<file path="config.mk">
export PLATFORM = sky130hd
export DESIGN_NAME = multicycle_ctrl
export DESIGN_NICKNAME = d
export VERILOG_FILES = /design/src/rtl/ctrl_pkg.sv /design/src/rtl/ctrl_decode.sv /design/src/rtl/multicycle_ctrl.sv
export SDC_FILE = /design/constraint.sdc
export NUM_CORES = 1
export LEC_CHECK = 0
export CORE_MARGIN = 4
export CORE_UTILIZATION = 35
export CTS_CLUSTER_DIAMETER = 200
export DETAILED_ROUTE_END_ITERATION = 8
export GPL_ROUTABILITY_DRIVEN = 0
export REMOVE_ABC_BUFFERS = 1
export SLEW_MARGIN = 25
export SYNTH_ARGS = -nofsm -noshare
export SYNTH_HDL_FRONTEND = slang
export SYNTH_SLANG_ARGS = --single-unit
export TNS_END_PERCENT = 1
</file>
<file path="constraint.sdc">
create_clock -name clk -period 3.1 [get_ports clk]
set_input_delay 0.465 -clock clk [delete_from_list [all_inputs] [get_ports clk]]
set_output_delay 0.465 -clock clk [all_outputs]
set_load 0.01 [all_outputs]
</file>
<file path="src/rtl/ctrl_pkg.sv">
// Shared encodings for the multi-cycle MIPS-subset controller: opcodes, funct codes,
// ALU and next-PC select codes, FSM states and the decode record.
package ctrl_pkg;

    localparam logic [5:0] OP_RTYPE = 6'h00;
    localparam logic [5:0] OP_J     = 6'h02;
    localparam logic [5:0] OP_JAL   = 6'h03;
    localparam logic [5:0] OP_BEQ   = 6'h04;
    localparam logic [5:0] OP_ADDIU = 6'h09;
    localparam logic [5:0] OP_ORI   = 6'h0D;
    localparam logic [5:0] OP_LUI   = 6'h0F;
    localparam logic [5:0] OP_LW    = 6'h23;
    localparam logic [5:0] OP_SW    = 6'h2B;

    localparam logic [5:0] FN_JR   = 6'h08;
    localparam logic [5:0] FN_ADDU = 6'h21;
    localparam logic [5:0] FN_SUBU = 6'h23;
    localparam logic [5:0] FN_AND  = 6'h24;
    localparam logic [5:0] FN_OR   = 6'h25;
    localparam logic [5:0] FN_SLT  = 6'h2A;

    localparam logic [3:0] ALU_ADD = 4'd0;
    localparam logic [3:0] ALU_SUB = 4'd1;
    localparam logic [3:0] ALU_AND = 4'd2;
    localparam logic [3:0] ALU_OR  = 4'd3;
    localparam logic [3:0] ALU_SLT = 4'd4;

    localparam logic [1:0] PC_SEQ    = 2'd0;
    localparam logic [1:0] PC_BRANCH = 2'd1;
    localparam logic [1:0] PC_JUMP   = 2'd2;
    localparam logic [1:0] PC_REG    = 2'd3;

    typedef enum logic [2:0] {
        S_IF, S_ID, S_EX, S_MEM, S_WB, S_HALT
    } state_t;

    typedef enum logic [2:0] {
        CL_ALU, CL_LW, CL_SW, CL_BEQ, CL_J, CL_JAL, CL_JR
    } instr_class_t;

    typedef struct packed {
        instr_class_t cls;
        logic [3:0]   sel_alu;
        logic         imm_to_alu;
        logic         extop;
        logic         rd;
        logic         lui;
    } decode_t;

endpackage

</file>
<file path="src/rtl/ctrl_decode.sv">
// Combinational instruction decoder: op/funct to decode record plus a legal bit.
module ctrl_decode
    import ctrl_pkg::*;
(
    input  logic [5:0] op,
    input  logic [5:0] order_func,
    output decode_t    dec,
    output logic       legal
);

    always_comb begin
        dec         = '0;
        dec.cls     = CL_ALU;
        dec.sel_alu = ALU_ADD;
        legal       = 1'b1;
        case (op)
            OP_RTYPE: begin
                dec.rd = 1'b1;
                case (order_func)
                    FN_ADDU: dec.sel_alu = ALU_ADD;
                    FN_SUBU: dec.sel_alu = ALU_SUB;
                    FN_AND:  dec.sel_alu = ALU_AND;
                    FN_OR:   dec.sel_alu = ALU_OR;
                    FN_SLT:  dec.sel_alu = ALU_SLT;
                    FN_JR: begin
                        dec.cls = CL_JR;
                        dec.rd  = 1'b0;
                    end
                    default: legal = 1'b0;
                endcase
            end
            OP_ADDIU: begin
                dec.imm_to_alu = 1'b1;
                dec.extop      = 1'b1;
            end
            OP_ORI: begin
                dec.imm_to_alu = 1'b1;
                dec.sel_alu    = ALU_OR;
            end
            OP_LUI: begin
                dec.imm_to_alu = 1'b1;
                dec.lui        = 1'b1;
            end
            OP_LW, OP_SW: begin
                dec.cls        = (op == OP_LW) ? CL_LW : CL_SW;
                dec.imm_to_alu = 1'b1;
                dec.extop      = 1'b1;
            end
            // Branch offset is sign-extended; the ALU compares rs against rt.
            OP_BEQ: begin
                dec.cls     = CL_BEQ;
                dec.sel_alu = ALU_SUB;
                dec.extop   = 1'b1;
            end
            OP_J:    dec.cls = CL_J;
            OP_JAL:  dec.cls = CL_JAL;
            default: legal = 1'b0;
        endcase
    end

endmodule

</file>
<file path="src/rtl/multicycle_ctrl.sv">
// Multi-cycle sequencer: walks each instruction through IF/ID/EX/MEM/WB and drives
// the datapath strobes and selects; HALT is entered on illegal encodings or RAM timeout.
module multicycle_ctrl
    import ctrl_pkg::*;
#(
    parameter int unsigned MEM_WAIT_MAX = 15
) (
    input  logic       clk,
    input  logic       rst_n,
    input  logic [5:0] op,
    input  logic [5:0] order_func,
    input  logic       zero,
    input  logic       mem_ready,
    output logic       PC_write,
    output logic       IR_write,
    output logic [1:0] pc_src,
    output logic       GPR_write,
    output logic       rd,
    output logic       jal,
    output logic       imm_to_ALU,
    output logic       Extop,
    output logic       lui,
    output logic [3:0] sel_ALU,
    output logic       RAM_write,
    output logic       RAM_read,
    output logic       RAM_to_GPR,
    output logic       instr_done,
    output logic       illegal,
    output logic       mem_timeout
);

    localparam int unsigned CW = (MEM_WAIT_MAX < 1) ? 1 : $clog2(MEM_WAIT_MAX + 1);

    state_t        state, next_state;
    logic [5:0]    op_q, funct_q;
    logic [5:0]    dec_op, dec_funct;
    decode_t       dec;
    logic          legal;
    logic [CW-1:0] wait_cnt;
    logic          mem_expired;
    logic          illegal_q, timeout_q;

    // ID decodes the live IR fields; every later state uses the copy latched in ID.
    assign dec_op    = (state == S_ID) ? op : op_q;
    assign dec_funct = (state == S_ID) ? order_func : funct_q;

    ctrl_decode u_decode (
        .op         (dec_op),
        .order_func (dec_funct),
        .dec        (dec),
        .legal      (legal)
    );

    assign mem_expired = (wait_cnt == CW'(MEM_WAIT_MAX));
    assign illegal     = illegal_q;
    assign mem_timeout = timeout_q;

    always_ff @(posedge clk or negedge rst_n) begin
        if (!rst_n) begin
            state   <= S_IF;
            op_q    <= '0;
            funct_q <= '0;
        end else begin
            state <= next_state;
            if (state == S_ID) begin
                op_q    <= op;
                funct_q <= order_func;
            end
        end
    end

    always_ff @(posedge clk or negedge rst_n) begin
        if (!rst_n) begin
            wait_cnt  <= '0;
            illegal_q <= 1'b0;
            timeout_q <= 1'b0;
        end else begin
            if (state == S_MEM && !mem_ready && !mem_expired)
                wait_cnt <= wait_cnt + 1'b1;
            else
                wait_cnt <= '0;
            if (state == S_ID && !legal)
                illegal_q <= 1'b1;
            if (state == S_MEM && !mem_ready && mem_expired)
                timeout_q <= 1'b1;
        end
    end

    always_comb begin
        next_state = state;
        case (state)
            S_IF: next_state = S_ID;
            S_ID: begin
                if (!legal)
                    next_state = S_HALT;
                else if (dec.cls == CL_J || dec.cls == CL_JAL)
                    next_state = S_IF;
                else
                    next_state = S_EX;
            end
            S_EX: begin
                case (dec.cls)
                    CL_BEQ, CL_JR: next_state = S_IF;
                    CL_LW, CL_SW:  next_state = S_MEM;
                    default:       next_state = S_WB;
                endcase
            end
            // Ready on the final permitted wait cycle still completes the access.
            S_MEM: begin
                if (mem_ready)
                    next_state = (dec.cls == CL_SW) ? S_IF : S_WB;
                else if (mem_expired)
                    next_state = S_HALT;
            end
            S_WB:    next_state = S_IF;
            default: next_state = S_HALT;
        endcase
    end

    always_comb begin
        PC_write   = 1'b0;
        IR_write   = 1'b0;
        pc_src     = PC_SEQ;
        GPR_write  = 1'b0;
        rd         = 1'b0;
        jal        = 1'b0;
        imm_to_ALU = 1'b0;
        Extop      = 1'b0;
        lui        = 1'b0;
        sel_ALU    = ALU_ADD;
        RAM_write  = 1'b0;
        RAM_read   = 1'b0;
        RAM_to_GPR = 1'b0;
        instr_done = 1'b0;
        // Gating on rst_n keeps the IF strobes quiet while reset holds state at IF.
        if (rst_n) begin
            if (state == S_EX || state == S_MEM || state == S_WB) begin
                sel_ALU    = dec.sel_alu;
                imm_to_ALU = dec.imm_to_alu;
                Extop      = dec.extop;
            end
            case (state)
                S_IF: begin
                    IR_write = 1'b1;
                    PC_write = 1'b1;
                    pc_src   = PC_SEQ;
                end
                S_ID: begin
                    if (dec.cls == CL_J || dec.cls == CL_JAL) begin
                        PC_write   = 1'b1;
                        pc_src     = PC_JUMP;
                        instr_done = 1'b1;
                        GPR_write  = (dec.cls == CL_JAL);
                        jal        = (dec.cls == CL_JAL);
                    end
                end
                S_EX: begin
                    if (dec.cls == CL_BEQ) begin
                        pc_src     = PC_BRANCH;
                        PC_write   = zero;
                        instr_done = 1'b1;
                    end else if (dec.cls == CL_JR) begin
                        pc_src     = PC_REG;
                        PC_write   = 1'b1;
                        instr_done = 1'b1;
                    end
                end
                S_MEM: begin
                    RAM_read   = (dec.cls == CL_LW);
                    RAM_write  = (dec.cls == CL_SW);
                    instr_done = (dec.cls == CL_SW) && mem_ready;
                end
                S_WB: begin
                    GPR_write  = 1'b1;
                    instr_done = 1'b1;
                    rd         = dec.rd;
                    lui        = dec.lui;
                    RAM_to_GPR = (dec.cls == CL_LW);
                end
                default: ;
            endcase
        end
    end

endmodule

</file>
==> qor.txt <==
Status -> finished, violations left
Failing checks -> negative setup slack
Post-Route Setup TNS -> -0.0573 ns
Setup WS post-layout -> -0.0434 ns
Starting DRC count in detailed routing -> 138
CTS Buf Count -> 3
Vias in the first global route -> 1616
Crit-path most repeated cell -> buf_4
Post-Synth Simple-Gate Area -> 32.9%
Max Freq -> 318 MHz
Switching Power -> 0.748 mW
Die area -> 5630 sq um
CP peak stage delay -> 0.47 ns
Arrival time worst endpoint -> 2.68 ns
Crit path capture type -> output pin
CTS Buffer Depth -> 2
Synth unique cells -> 50
Peak supply drop -> 0.308 mV
Design area -> 2300 sq um
Vias/cell -> 5.35
Final std cells w/o fill -> 307
Setup CP Type -> reg -> out
Hold Path Depth -> 1
Crit path max fanout -> 11
Logic gate share of total power -> 61.7%
Multiplexer area fraction after synthesis -> 9.39%
Top cell type's share of synthesized area -> 33.4%
Nets -> 273
Synth Instances -> 190
RSZ-0062 raised after global routing -> yes
Global-route wire length before repair -> 7.60 mm
Layout cell share with drive strength beyond 1 -> 22.7%
H-tree lvl count -> 1
Max cap viols -> 0
Syn_area_per_cell -> 8.28 sq um
Pre-antenna DRT Iters -> 4
CP required -> 2.63 ns
Antenna-violating nets left -> 0
CTS tree -> done
Total track usage -> 17.6%
Synth area leader -> dfrtp_1
Worst-path clk slew -> 0.09 ns
Die X -> 75.0 microns
CP cell instances -> or3b_4, buf_4, mux2i_1, buf_4, o22ai_1, and4_1, a31o_2, clkdlybuf4s50_1
Initial antenna violation count -> 0
Initial Util -> 36.1%
Sw Ratio -> 42.9%
EDFF count, synth -> 0
IO Count -> 36
Final setup violation count -> 2
Seq pwr share -> 27.4%
Core Area -> 4350 sq um
Post-synth design cell area -> 1570 sq um
Post-synthesis compound-gate area fraction -> 15.1%
Post-DP Area -> 2210 sq um
Post-synthesis adder-cell area fraction -> 0.796%
Hpwl dp -> 3.68 mm
GRT Residual Overflow -> 0
Routed WL -> 4.51 mm
DP Cell Count -> 303
Row Count -> 24
Internal -> 0.996 mW
Wire per inst -> 14.7 microns
Final min period -> 3.14 ns
Largest net degree at the start of global routing -> 14
Xor and xnor area share after synthesis -> 2.78%
#FFs+latches synth -> 21
Worst skew pair latency -> 0.27 ns
# clock sinks -> 21
DIE HEIGHT -> 75.0 microns
Via count -> 1641
PortBufs -> 34
Clock Skew -> 0.0107 ns
Ys Warns -> 0
Antenna Cells -> 0
Final Max Slew Viols -> 0
Main synth FF type -> dfrtp_1
Synth area leaders -> dfrtp_1 (33%), mux2i_1 (7.0%), nor3b_1 (5.3%)
Power per cell area -> 758 nW/um^2
Largest family of logic cells by synthesized area -> simple AND/OR/NAND/NOR gates
Leakage power -> 1.07 nW
Area delta synth->final -> 46.3%
Post-layout util -> 52.8%
Startpoint class of the critical path -> register
Tot Pwr -> 1.74 mW
Hold Path Class -> reg -> reg
CTS Root Cell -> clkbuf_8
Dpl ws -> -0.105 ns
Seq/Total Area, Yosys -> 33.4%
Worst R2R Path Depth -> 9
Clk pwr share -> 11.0%
Setup Fix Bufs, Post-CTS -> 0
Final Hold Viols -> 0
Synth async-reset ratio -> 100%
CP max-delay cell -> clkdlybuf4s50_1
Final Cycle Share -> 101%
DRC violation count after routing -> 0
Final worst hold slack -> 0.466 ns
==> logic make-up (layout without fill, tap and decap cells) <==
group,after synthesis,count (layout)
adders and majority gates,1,1
and+or+nand+nor,95,95
AOI/OAI and AO/OA,34,34
xor gates and xnor gates,5,5
DFF,21,21
muxes,14,14
buffers and inverters,19,84
other,1,1
==> layout make-up <==
| cell class | count | area (sq um) |
|---|---|---|
| clock inverters | 1 | 7.51 |
| well taps | 52 | 65.1 |
| repair buffers | 70 | 617 |
| fillers | 418 | 2050 |
| clock buffers | 3 | 41.3 |
| inverters | 10 | 37.5 |
| flip-flops and latches | 21 | 526 |
| multi-input cells | 150 | 1010 |
==> cell usage after synthesis (2+ instances only) <==
cell,count
a211o_1,2
a21oi_1,9
a31oi_1,6
and2_1,3
buf_2,2
clkbuf_1,5
dfrtp_1,21
inv_1,10
mux2_2,2
mux2i_1,11
nand2_1,21
nand2b_1,3
nand3_1,10
nand4b_1,2
nor2_1,16
nor2b_1,5
nor3_1,10
nor3b_1,11
o21a_1,2
o21ai_0,3
o21bai_1,2
o22ai_1,2
or3_1,2
xnor2_1,3
xor2_1,2
==> final timing paths <==
kind,startpoint,endpoint,slack [ns]
worst max-delay path,state[1]$_DFFE_PN0P_,GPR_write,-0.04
worst min-delay path,wait_cnt[0]$_DFF_PN0_,wait_cnt[0]$_DFF_PN0_,0.47
worst max register to register,state[1]$_DFFE_PN0P_,state[2]$_DFFE_PN0P_,0.82
worst min register to register,wait_cnt[0]$_DFF_PN0_,wait_cnt[0]$_DFF_PN0_,0.47
max in group asynchronous,rst_n,illegal$_DFFE_PN0P_,2.22
min in group asynchronous,rst_n,state[1]$_DFFE_PN0P_,0.67
==> metal layers <==
layer	global-route usage [%]	wire (microns)
met4	7.51	78
met1	23.1	2010
met2	28.1	2150
met3	3.47	273
met5	0	0
==> what timing repair did <==
action                     4_1_cts  5_1_grt
pin swaps                        1        1
resized for setup               13       10
hold buffers                     0        0
cloned                           0        0
setup endpoints to repair       13       13
==> sequential cells by signal (all words and copies together) (netlist names) <==
| name | count |
|---|---|
| funct_q | 6 |
| illegal | 1 |
| state | 3 |
| op_q | 6 |
| wait_cnt | 4 |
| mem_timeout | 1 |
==> layout by cell type, fill, tap and decap left out, types with 2 or more instances in the layout <==
cell type	n
buf_4	35
clkdlybuf4s50_1	24
dfrtp_1	21
nand2_1	20
nor2_1	16
inv_1	10
nand3_1	10
nor3b_1	9
nor3_1	9
a21oi_1	8
mux2i_1	7
a31oi_1	6
nor2b_1	5
dlymetal6s2s_1	5
mux2i_2	4
dlygate4sd2_1	4
nand2b_1	3
and2_1	3
o21ai_0	3
xnor2_1	3
clkbuf_8	3
mux2_2	2
or3_1	2
nand4b_1	2
o22ai_1	2
o21a_1	2
xor2_1	2
a211o_1	2
o21bai_1	2
==> worst max-delay path, delay by kind of cell, from the launching register on <==
| family | cells | cell delay [ns] |
|---|---|---|
| buffers and inverters | 3 | 0.82 |
| AO/OA/AOI/OAI | 2 | 0.28 |
| AND/OR/NAND/NOR | 2 | 0.67 |
| multiplexers | 1 | 0.21 |
| flip-flops | 1 | 0.42 |
==> power groups by stage <==
stage,Combinational (mW),Sequential [mW],Clock (mW)
final,1.08,0.478,0.191
after global routing,1.18,0.495,0.211
after CTS,1.06,0.473,0.201
after detailed placement,1.03,0.472,0
after global placement,1.03,0.473,0
after floorplan,0.604,0.455,0
(Power assumes the default switching activity.)
